`config.mk`:
```
export PLATFORM = sky130hd
export DESIGN_NAME = ext_pipe_flat
export DESIGN_NICKNAME = d
export VERILOG_FILES = /design/src/rtl/ext_pipe_pkg.sv /design/src/rtl/ext_pipe_if.sv /design/src/rtl/ext_pipe_core.sv /design/src/rtl/ext_pipe.sv /design/src/flat_wrapper.sv
export SDC_FILE = /design/constraint.sdc
export NUM_CORES = 1
export LEC_CHECK = 0
export BUFFER_PORTS_ARGS = -buffer_cell sky130_fd_sc_hd__buf_4
export CAP_MARGIN = 20
export CORE_ASPECT_RATIO = 1.5
export CORE_MARGIN = 4
export CORE_UTILIZATION = 40
export CTS_CLUSTER_DIAMETER = 80
export CTS_CLUSTER_SIZE = 20
export DETAILED_ROUTE_END_ITERATION = 10
export PLACE_DENSITY = 0.65
export SYNTH_ARGS = -nofsm -noshare
export SYNTH_HDL_FRONTEND = slang
export SYNTH_SLANG_ARGS = --single-unit
```
`constraint.sdc`:
```
create_clock -name clk -period 1.5 [get_ports clk]
set_input_delay 0.075 -clock clk [delete_from_list [all_inputs] [get_ports clk]]
set_output_delay 0.075 -clock clk [all_outputs]
set_load 0.03 [all_outputs]
```
`src/rtl/ext_pipe_pkg.sv`:
```
// -----------------------------------------------------------------------------
// ext_pipe_pkg
// Shared constants for the pipelined immediate/load extender.
//   MODE_W   : width of the operation-select field
//   mode_e   : the eight operation encodings (3-bit successors of the old
//              Ext_Zero / Ext_Sign / Ext_High selects, plus the load modes)
//   helpers  : small decode functions used by the datapath
// -----------------------------------------------------------------------------
package ext_pipe_pkg;

   localparam int MODE_W = 3;

   typedef enum logic [MODE_W-1:0] {
      MODE_ZERO = 3'b000,
      MODE_SIGN = 3'b001,
      MODE_HIGH = 3'b010,
      MODE_RSVD = 3'b011,
      MODE_LBU  = 3'b100,
      MODE_LB   = 3'b101,
      MODE_LHU  = 3'b110,
      MODE_LH   = 3'b111
   } mode_e;

   // Halfword loads are the only modes with an alignment constraint.
   function automatic logic mode_is_half(input mode_e m);
      return (m == MODE_LHU) || (m == MODE_LH);
   endfunction

   // Signed variants of the load modes carry a 1 in the LSB of the encoding.
   function automatic logic mode_is_signed_load(input mode_e m);
      return (m == MODE_LB) || (m == MODE_LH);
   endfunction

endpackage

```
`src/rtl/ext_pipe_if.sv`:
```
// -----------------------------------------------------------------------------
// ext_pipe_if
// Valid/ready bundle around the extender.
//   in_*  : producer side (item, mode, byte offset, tag) with in_ready back
//   out_* : consumer side (result, tag, error) with out_ready back
// Modports:
//   master : the producer/consumer environment that talks to the block
//   slave  : the ext_pipe block itself
// -----------------------------------------------------------------------------
interface ext_pipe_if
   import ext_pipe_pkg::*;
#(
   parameter int DATA_W = 32,
   parameter int TAG_W  = 5,
   parameter int OFF_W  = $clog2(DATA_W/8)
);

   logic              in_valid;
   logic              in_ready;
   logic [DATA_W-1:0] in_data;
   logic [MODE_W-1:0] in_mode;
   logic [OFF_W-1:0]  in_offset;
   logic [TAG_W-1:0]  in_tag;

   logic              out_valid;
   logic              out_ready;
   logic [DATA_W-1:0] out_data;
   logic [TAG_W-1:0]  out_tag;
   logic              out_err;

   modport master (
      output in_valid, in_data, in_mode, in_offset, in_tag, out_ready,
      input  in_ready, out_valid, out_data, out_tag, out_err
   );

   modport slave (
      input  in_valid, in_data, in_mode, in_offset, in_tag, out_ready,
      output in_ready, out_valid, out_data, out_tag, out_err
   );

endinterface

```
`src/rtl/ext_pipe_core.sv`:
```
// -----------------------------------------------------------------------------
// ext_pipe_core
// Purely combinational extender shared by immediates and load data.
//   mode   in  MODE_W  operation select (see mode_e)
//   data   in  DATA_W  immediate in the low IMM_W bits, or raw load word
//   offset in  OFF_W   little-endian byte offset, load modes only
//   result out DATA_W  extended value (0 on error)
//   err    out 1       reserved mode or odd offset on a halfword load
// -----------------------------------------------------------------------------
module ext_pipe_core
   import ext_pipe_pkg::*;
#(
   parameter int DATA_W = 32,
   parameter int IMM_W  = 16,
   parameter int OFF_W  = $clog2(DATA_W/8)
) (
   input  logic [MODE_W-1:0] mode,
   input  logic [DATA_W-1:0] data,
   input  logic [OFF_W-1:0]  offset,
   output logic [DATA_W-1:0] result,
   output logic              err
);

   mode_e             mode_s;
   logic [IMM_W-1:0]  imm_s;
   logic [OFF_W-1:0]  half_off_s;
   logic [7:0]        byte_s;
   logic [15:0]       half_s;

   assign mode_s = mode_e'(mode);
   assign imm_s  = data[IMM_W-1:0];

   // Force the halfword offset even so the part-select never leaves the word;
   // odd offsets are flagged as errors below and their data is discarded.
   always_comb begin
      half_off_s    = offset;
      half_off_s[0] = 1'b0;
   end

   assign byte_s = data[{offset, 3'b000} +: 8];
   assign half_s = data[{half_off_s, 3'b000} +: 16];

   // Result select: fill the whole word first, then overlay the low field.
   // This keeps the code legal for IMM_W == DATA_W (no zero-width repeats).
   always_comb begin
      result = {DATA_W{1'b0}};
      err    = 1'b0;
      case (mode_s)
         MODE_ZERO: begin
            result[IMM_W-1:0] = imm_s;
         end
         MODE_SIGN: begin
            result            = {DATA_W{imm_s[IMM_W-1]}};
            result[IMM_W-1:0] = imm_s;
         end
         MODE_HIGH: begin
            result[DATA_W-1 -: IMM_W] = imm_s;
         end
         MODE_LBU, MODE_LB: begin
            if (mode_is_signed_load(mode_s)) begin
               result = {DATA_W{byte_s[7]}};
            end else begin
               result = {DATA_W{1'b0}};
            end
            result[7:0] = byte_s;
         end
         MODE_LHU, MODE_LH: begin
            if (mode_is_half(mode_s) && offset[0]) begin
               result = {DATA_W{1'b0}};
               err    = 1'b1;
            end else if (mode_is_signed_load(mode_s)) begin
               result       = {DATA_W{half_s[15]}};
               result[15:0] = half_s;
            end else begin
               result[15:0] = half_s;
            end
         end
         MODE_RSVD: begin
            result = {DATA_W{1'b0}};
            err    = 1'b1;
         end
         default: begin
            result = {DATA_W{1'b0}};
            err    = 1'b1;
         end
      endcase
   end

endmodule

```
`src/rtl/ext_pipe.sv`:
```
// -----------------------------------------------------------------------------
// ext_pipe
// Pipelined immediate/load extender with a registered output stage (OUT) and
// one skid entry (SKID). The result is computed on the input side and captured
// at the accept edge; OUT drives the consumer directly and in_ready is simply
// the inverse of SKID's valid bit, so there is no combinational path from
// out_ready to in_ready.
//   clk      in   clock, rising edge
//   reset_n  in   asynchronous active-low reset
//   flush    in   synchronous flush of both entries (wins over accept/drain)
//   bus      slave modport of ext_pipe_if (in_* / out_* handshake)
// -----------------------------------------------------------------------------
module ext_pipe
   import ext_pipe_pkg::*;
#(
   parameter int DATA_W = 32,
   parameter int IMM_W  = 16,
   parameter int TAG_W  = 5,
   parameter int OFF_W  = $clog2(DATA_W/8)
) (
   input logic       clk,
   input logic       reset_n,
   input logic       flush,
   ext_pipe_if.slave bus
);

   logic [DATA_W-1:0] core_data_s;
   logic              core_err_s;
   logic              accept_s;
   logic              drain_s;

   logic              out_valid_r;
   logic [DATA_W-1:0] out_data_r;
   logic [TAG_W-1:0]  out_tag_r;
   logic              out_err_r;

   logic              skid_valid_r;
   logic [DATA_W-1:0] skid_data_r;
   logic [TAG_W-1:0]  skid_tag_r;
   logic              skid_err_r;

   ext_pipe_core #(
      .DATA_W (DATA_W),
      .IMM_W  (IMM_W),
      .OFF_W  (OFF_W)
   ) u_core (
      .mode   (bus.in_mode),
      .data   (bus.in_data),
      .offset (bus.in_offset),
      .result (core_data_s),
      .err    (core_err_s)
   );

   assign accept_s = bus.in_valid & ~skid_valid_r;
   assign drain_s  = out_valid_r & bus.out_ready;

   assign bus.in_ready  = ~skid_valid_r;
   assign bus.out_valid = out_valid_r;
   assign bus.out_data  = out_data_r;
   assign bus.out_tag   = out_tag_r;
   assign bus.out_err   = out_err_r;

   // Two-entry OUT/SKID storage; data fields are left untouched when an entry
   // empties so out_data/out_tag hold their last value while out_valid is low.
   always_ff @(posedge clk or negedge reset_n) begin
      if (!reset_n) begin
         out_valid_r  <= 1'b0;
         out_data_r   <= {DATA_W{1'b0}};
         out_tag_r    <= {TAG_W{1'b0}};
         out_err_r    <= 1'b0;
         skid_valid_r <= 1'b0;
         skid_data_r  <= {DATA_W{1'b0}};
         skid_tag_r   <= {TAG_W{1'b0}};
         skid_err_r   <= 1'b0;
      end else if (flush) begin
         out_valid_r  <= 1'b0;
         skid_valid_r <= 1'b0;
      end else if (!out_valid_r) begin
         // SKID is never occupied while OUT is empty.
         if (accept_s) begin
            out_valid_r <= 1'b1;
            out_data_r  <= core_data_s;
            out_tag_r   <= bus.in_tag;
            out_err_r   <= core_err_s;
         end else begin
            out_valid_r <= 1'b0;
         end
      end else if (drain_s) begin
         if (skid_valid_r) begin
            out_data_r   <= skid_data_r;
            out_tag_r    <= skid_tag_r;
            out_err_r    <= skid_err_r;
            skid_valid_r <= 1'b0;
         end else if (accept_s) begin
            out_data_r <= core_data_s;
            out_tag_r  <= bus.in_tag;
            out_err_r  <= core_err_s;
         end else begin
            out_valid_r <= 1'b0;
         end
      end else if (accept_s) begin
         // OUT stalled: park the new item; in_ready drops next cycle.
         skid_valid_r <= 1'b1;
         skid_data_r  <= core_data_s;
         skid_tag_r   <= bus.in_tag;
         skid_err_r   <= core_err_s;
      end else begin
         out_valid_r <= out_valid_r;
      end
   end

endmodule

```
`src/flat_wrapper.sv`:
```
// flat-port wrapper written by rule: the top's interface ports become plain ports
module ext_pipe_flat import ext_pipe_pkg::*;
#(
   parameter int DATA_W = 32,
   parameter int IMM_W  = 16,
   parameter int TAG_W  = 5,
   parameter int OFF_W  = $clog2(DATA_W/8)
)
  (clk, reset_n, flush, bus_in_valid, bus_in_data, bus_in_mode, bus_in_offset, bus_in_tag, bus_out_ready, bus_in_ready, bus_out_valid, bus_out_data, bus_out_tag, bus_out_err);
  ext_pipe_if #(.DATA_W(DATA_W), .TAG_W(TAG_W), .OFF_W(OFF_W)) bus_i ();
  input logic clk;
  input logic reset_n;
  input logic flush;
  input wire logic [$bits(bus_i.in_valid)-1:0] bus_in_valid;
  input wire logic [$bits(bus_i.in_data)-1:0] bus_in_data;
  input wire logic [$bits(bus_i.in_mode)-1:0] bus_in_mode;
  input wire logic [$bits(bus_i.in_offset)-1:0] bus_in_offset;
  input wire logic [$bits(bus_i.in_tag)-1:0] bus_in_tag;
  input wire logic [$bits(bus_i.out_ready)-1:0] bus_out_ready;
  output wire logic [$bits(bus_i.in_ready)-1:0] bus_in_ready;
  output wire logic [$bits(bus_i.out_valid)-1:0] bus_out_valid;
  output wire logic [$bits(bus_i.out_data)-1:0] bus_out_data;
  output wire logic [$bits(bus_i.out_tag)-1:0] bus_out_tag;
  output wire logic [$bits(bus_i.out_err)-1:0] bus_out_err;
  assign bus_i.in_valid = bus_in_valid;
  assign bus_i.in_data = bus_in_data;
  assign bus_i.in_mode = bus_in_mode;
  assign bus_i.in_offset = bus_in_offset;
  assign bus_i.in_tag = bus_in_tag;
  assign bus_i.out_ready = bus_out_ready;
  assign bus_in_ready = bus_i.in_ready;
  assign bus_out_valid = bus_i.out_valid;
  assign bus_out_data = bus_i.out_data;
  assign bus_out_tag = bus_i.out_tag;
  assign bus_out_err = bus_i.out_err;
  ext_pipe #(.DATA_W(DATA_W), .IMM_W(IMM_W), .TAG_W(TAG_W), .OFF_W(OFF_W)) u_core (.clk(clk), .reset_n(reset_n), .flush(flush), .bus(bus_i));
endmodule
```
== Yosys cells after proc, flatten, opt, wreduce, memory -nomap -nowiden ==
Index checks and enable logic that the tools add are counted.
Storage, ports and cells
  register bits after elaboration: 78
  bits in latches: 0
  memory bits (writable): 0
  bits in read-only memories: 0
  input port bits: 47
  output and inout port bits: 40
  logic and storage cells: 63
  memories kept: 0
Operators by class
  add/sub/neg operators: 0
  multiply operators: 0
  div/mod/pow operators: 0
  order comparisons: 0
  equal/unequal tests: 8
  shift operators: 2
  mux-type cells: 28
  bitwise operators: 5
  reduce and logical (&&, ||, !) cells: 12
Operators by type and width (count)
  32-bit two-way mux: 6
  16-bit one-hot mux with 4 select lines: 1
  16-bit one-hot mux with 3 select lines: 1
  32-bit by 6-bit variable part select with 16-bit output: 1
  32-bit by 6-bit variable part select with 8-bit output: 1
  5-bit two-way mux: 4
  16-bit two-way mux: 1
  1-bit two-way mux: 14
  3-bit == test (second input constant): 4
  3-bit by 2-bit == test with 1-bit output (second input constant): 2
  2-bit OR reduction: 3
  2-bit AND reduction: 2
  4-bit AND reduction: 1
  3-bit by 1-bit == test with 1-bit output (second input constant): 1
  3-bit zero test: 1
  1-bit NOT: 3
  3-bit nonzero test: 1
  1-bit bitwise AND: 2
  1-bit logical OR: 2
  2-bit by 1-bit inequality test with 1-bit output (second input constant): 1
  1-bit one-hot mux with 2 select lines: 1
  2-bit nonzero test: 1
  1-bit logical AND: 1

== Depth between registers and ports, before layout ==
  word-level depth: 9
  depth in mapped cells: 7
  depth with buffers taken out: 4

== Hierarchy ==
Synthesis repeated with hierarchy kept, for this count alone.
Second synthesis, totals
  cells, all modules: 342
  area total of the unflattened synthesis: 4117.7 um2
Modules (own cells, without submodules)
  ext_pipe: instances 1, cells each 223, area each 3270.6 um2, sequential area each 1951.9 um2
  ext_pipe_core: instances 1, cells each 119, area each 847.1 um2, sequential area each 0.0 um2

== Worst setup path after synthesis ==
No wires, ideal clock.
  path kind: register to register
  start point: register u_core.out_valid_r, in the netlist u_core.bus.out_valid
  end point: register u_core.skid_data_r[17]
  library setup time: 121 ps
  data arrival time: 1593 ps
  setup slack: -213 ps
  stages on the path, launching flop included: 7
  path buffers: 2
  cells stage by stage: dfrtp_1 > nand2_1 > or4_1 > buf_2 > buf_6 > a21oi_2 > a21oi_2
On the way
  word-level cells in the longest chain between the ends: 3
Ends and longest elaborated chain
  start, declared: line ext_pipe.sv:32  | logic out_valid_r;
  start signal, assigned: line ext_pipe.sv:108  | out_valid_r <= out_valid_r;
  1-bit bitwise AND: line ext_pipe.sv:55  | assign drain_s = out_valid_r & bus.out_ready;
  1-bit NOT (no source line)
  4-bit AND reduction (no source line) *
  end signal, assigned: line ext_pipe.sv:72  | skid_data_r <= {DATA_W{1'b0}};
  end signal, assigned: line ext_pipe.sv:104  | skid_data_r <= core_data_s;
  end, declared: line ext_pipe.sv:38  | logic [DATA_W-1:0] skid_data_r;
Every way passes the cells marked *; elsewhere a longest branch is shown, timed or not.
A chain may end at the register's enable or synchronous reset.

== Worst setup path after layout ==
  start point: register u_core.skid_valid_r
  end point: register u_core.out_data_r[10], in the netlist u_core.bus.out_data[10]
On the way
  word-level cells in the longest chain between the ends: 6
Ends and longest elaborated chain
  start, declared: line ext_pipe.sv:37  | logic skid_valid_r;
  start signal, assigned: line ext_pipe.sv:71  | skid_valid_r <= 1'b0;
  start signal, assigned: line ext_pipe.sv:77  | skid_valid_r <= 1'b0;
  start signal, assigned: line ext_pipe.sv:93  | skid_valid_r <= 1'b0;
  1-bit NOT: line ext_pipe.sv:54  | assign accept_s = bus.in_valid & ~skid_valid_r;
  1-bit bitwise AND: line ext_pipe.sv:54
  32-bit two-way mux
  32-bit two-way mux: line ext_pipe.sv:89  | if (skid_valid_r) begin
  32-bit two-way mux: line ext_pipe.sv:88  | end else if (drain_s) begin
  32-bit two-way mux *: line ext_pipe.sv:78  | end else if (!out_valid_r) begin
  end signal, assigned: line ext_pipe.sv:82  | out_data_r <= core_data_s;
  end signal, assigned: line ext_pipe.sv:90  | out_data_r <= skid_data_r;
  end signal, assigned: line ext_pipe.sv:95  | out_data_r <= core_data_s;
  end, declared: line ext_pipe.sv:33  | logic [DATA_W-1:0] out_data_r;
Every way passes the cells marked *; elsewhere a longest branch is shown, timed or not. The select of a mux whose other input is x is not followed.

==> run summary <==
- result of the run: complete, but fails checks
- violations in the final reports: negative setup slack
- detailed router's first-iteration violation count: 268
- maximum VDD drop: 0.0008789 V
- CP startpoint kind: register
- power density normalized to cell area: 1242 nW/µm²
- area inside the core boundary: 10,080 µm²
- row count: 45
- leakage component of the power: 2.475 nW
- clock root buffer master: clkbuf_16
- area grow syn2layout: 45.41%
- Die Outline Area: 11,970 µm²
- Fmax achieved: 621.9 MHz
- remaining antenna violation count after routing: 0
- total gr overflow: 0
- via count: 3,683
- hold path startpoint: bus_out_ready
- fraction of final layout cells sized beyond drive strength 1: 49.22%
- worst-case clock buffer depth: 2
- final routed wirelength across all metal layers: 12,840 µm
- vias per cell: 5.837
- share of async-settable or async-resettable flops after synthesis: 100.0%
- final critical-path setup slack: -107.9 ps
- depth of the worst register-to-register path: 7
- initial standard-cell utilization of the core: 40.68%
- reg-to-reg endpoint: u_core.bus.out_data[10]$_DFFE_PN0P_
- weighted congestion reported at the end of routability-driven placement: 0.9064
- n_diodes: 0
- global-route wire length before repair: 19,290 µm
- placement-stage cell area: 5105 µm²
- global-route usage over all layers: 20.14%
- Total Power Consumption: 7.404 mW
- number of cells in the design after placement: 597
- Setup-failing EPs final: 53
- proportion of synthesized chip area in sequential cells: 47.60%
- number of antenna violations at the first check in global routing: 0
- WP data required: 1750 ps
- arrival time worst endpoint: 1850 ps
- max-slew violations: 0
- critical path endpoint category: register
- post-synthesis cell area: 4100 µm²
- count of H-tree levels built during CTS: 3
- DR DRC count: 0
- maximum fanout along the worst path: 7
- area of all placed cells without fillers: 5962 µm²
- main flop type after synthesis: dfrtp_1
- setup slack, reg-to-reg: -110 ps
- setup total negative slack: -3012 ps
- leading cell type in the layout, fill and taps excluded: buf_4
- slew at the pin closest to its max-slew limit: 486.7 ps
- count of distinct cell types in the synthesized netlist: 52
- WHS Path Cells: 2
- time the final worst path needs with I/O delays and setup: 1608 ps
- clk sinks: 78
- final routed wire length divided by cell count: 20.35 µm
- post-DP HPWL: 8559 µm
- Post-Route Skew: 5.454 ps
- Buffers on Ports: 86
- TritonCTS clock tree: done
- Max-Slew Margin vs Limit: 67.55%
- latest clock arrival within the worst-skew pair: 330 ps
- Inserted Clock Buffers: 9
- Worst Hold Class: input port to register
- hold worst-path end: u_core.skid_valid_r$_DFFE_PN0P_
- net count after synthesis: 444
- warning count from the yosys run: 0
- DRT Pass-1 Iters: 4
- number of max-capacitance violations reported: 0
- number of flip-flops and latches in the synthesized netlist: 78
- Synth Area per Inst: 10.33 µm²
- setup repair after global routing missed its margin: true
- Cells after Synth: 397
- final hold viol count: 0
- vias in the first global route: 3,673
- kind of critical path: register to register
- maximum number of pins on one net before global-route repair: 37
- y dimension of the die: 132 µm
- clock slew at reported path FFs: 60 ps
- Post-synth EDFFs: 0
- highest-count cells in the layout ignoring fill and taps: 105 x buf_4, 77 x dfrtp_1, 27 x a21oi_1, 27 x nand2_1, 26 x nor2_1
- horizontal die dimension: 90.67 µm
- non-filler instance count after layout: 631
- number of ports placed on the die boundary: 87
- startpoint of the worst register-to-register path: u_core.skid_valid_r$_DFFE_PN0P_
- fin crit share: 107.2%
- filler cell count: 828
- final layout net count: 558
metal layers:
layer | wire length, µm | global-route usage (%)
met5 | 0 | 0
met4 | 331 | 7.070
met3 | 565 | 4.055
met2 | 6825 | 34.71
met1 | 5117 | 24.92
kinds of logic (layout without fill, tap and decap cells):
logic type | count (synthesis) | after routing | synth area share, %
and+or+nand+nor | 97 | 97 | 11.78
muxes | 12 | 12 | 3.143
buffers and inverters | 41 | 158 | 6.226
DFF | 78 | 78 | 47.60
AOI/OAI and AO/OA | 169 | 169 | 31.25
registers in the layout (all words and copies together) (netlist names):
register / flops
u_core.bus.out_data: 32
u_core.bus.out_tag: 5
u_core.bus.out_err: 1
u_core.skid_valid_r: 1
u_core.skid_err_r: 1
u_core.bus.out_valid: 1
u_core.skid_tag_r: 5
u_core.skid_data_r: 32
cell type report:
cell class / instances / area, µm² / share of cell area (%)
clock buffer: 13 / 270.3 / 4.533
clock inverter: 1 / 5.005 / 0.08395
inverter: 5 / 18.77 / 0.3148
multi-input combinational: 278 / 2230 / 37.40
sequential: 78 / 1953 / 32.76
tap: 117 / 146.4 / 2.455
timing repair buffer: 139 / 1339 / 22.46
power by group:
group	switching (mW)	leakage [nW]	total [mW]	internal [mW]
registers	0.411	0.937	3.02	2.61
clock network	0.794	0.138	2.03	1.23
logic	1.30	1.40	2.35	1.06
critical path, cell delays in order (launching register included):
cell	delay [ps]
dfrtp_1	390
buf_6	130
nand2b_4	170
a211oi_4	270
buf_6	180
clkbuf_16	160
o22ai_1	70
a21oi_1	140
worst max-delay path by stage:
stage,from,endpoint,slack (ps)
after floorplan,u_core.bus.out_valid$_DFF_PN0_,u_core.bus.out_data[3]$_DFFE_PN0P_,-60
after global placement,u_core.skid_valid_r$_DFFE_PN0P_,u_core.skid_data_r[12]$_DFFE_PN0P_,-50
after detailed placement,u_core.skid_valid_r$_DFFE_PN0P_,u_core.skid_data_r[12]$_DFFE_PN0P_,-100
after CTS,u_core.skid_valid_r$_DFFE_PN0P_,u_core.skid_data_r[12]$_DFFE_PN0P_,-80
after global routing,u_core.skid_valid_r$_DFFE_PN0P_,u_core.bus.out_data[27]$_DFFE_PN0P_,-180
final,u_core.skid_valid_r$_DFFE_PN0P_,u_core.bus.out_data[10]$_DFFE_PN0P_,-110
repair_timing:
item                                   4_1_cts  5_1_grt
resized for setup                           16       59
setup endpoints to repair                   57       70
hold buffers                                 7        0
buffers inserted                             2        5
gates cloned                                 1        7
endpoints found under the hold margin       41        0
pin swaps                                   16       14
synthesized netlist by cell type, drive strengths merged, types with 3 or more instances:
cell | number | area share [%]
dfrtp | 78 | 48
a21oi | 57 | 8.8
nand2 | 38 | 3.5
nor2 | 33 | 3.0
o22ai | 30 | 5.6
buf | 29 | 5.1
a31oi | 19 | 4.3
o21ai | 15 | 2.1
a22oi | 13 | 2.4
o32ai | 11 | 2.8
a221oi | 8 | 1.7
nor2b | 8 | 1.3
o22a | 8 | 1.7
clkbuf | 7 | 0.70
mux2 | 7 | 1.9
inv | 5 | 0.46
mux2i | 5 | 1.2
nand2b | 3 | 0.64
nor3 | 3 | 0.76
per-stage QoR:
stage                     setup slack (ps)  hold slack [ps]  utilization, %
after floorplan                     -59.47           -220.6               -
after global placement              -49.98            63.52           50.65
after detailed placement            -101.0            71.87           50.65
after CTS                           -81.13            17.75           55.00
after global routing                -180.7            24.53           59.16
final                               -107.9            28.60           59.16
Power figures use the tool's default switching activity.
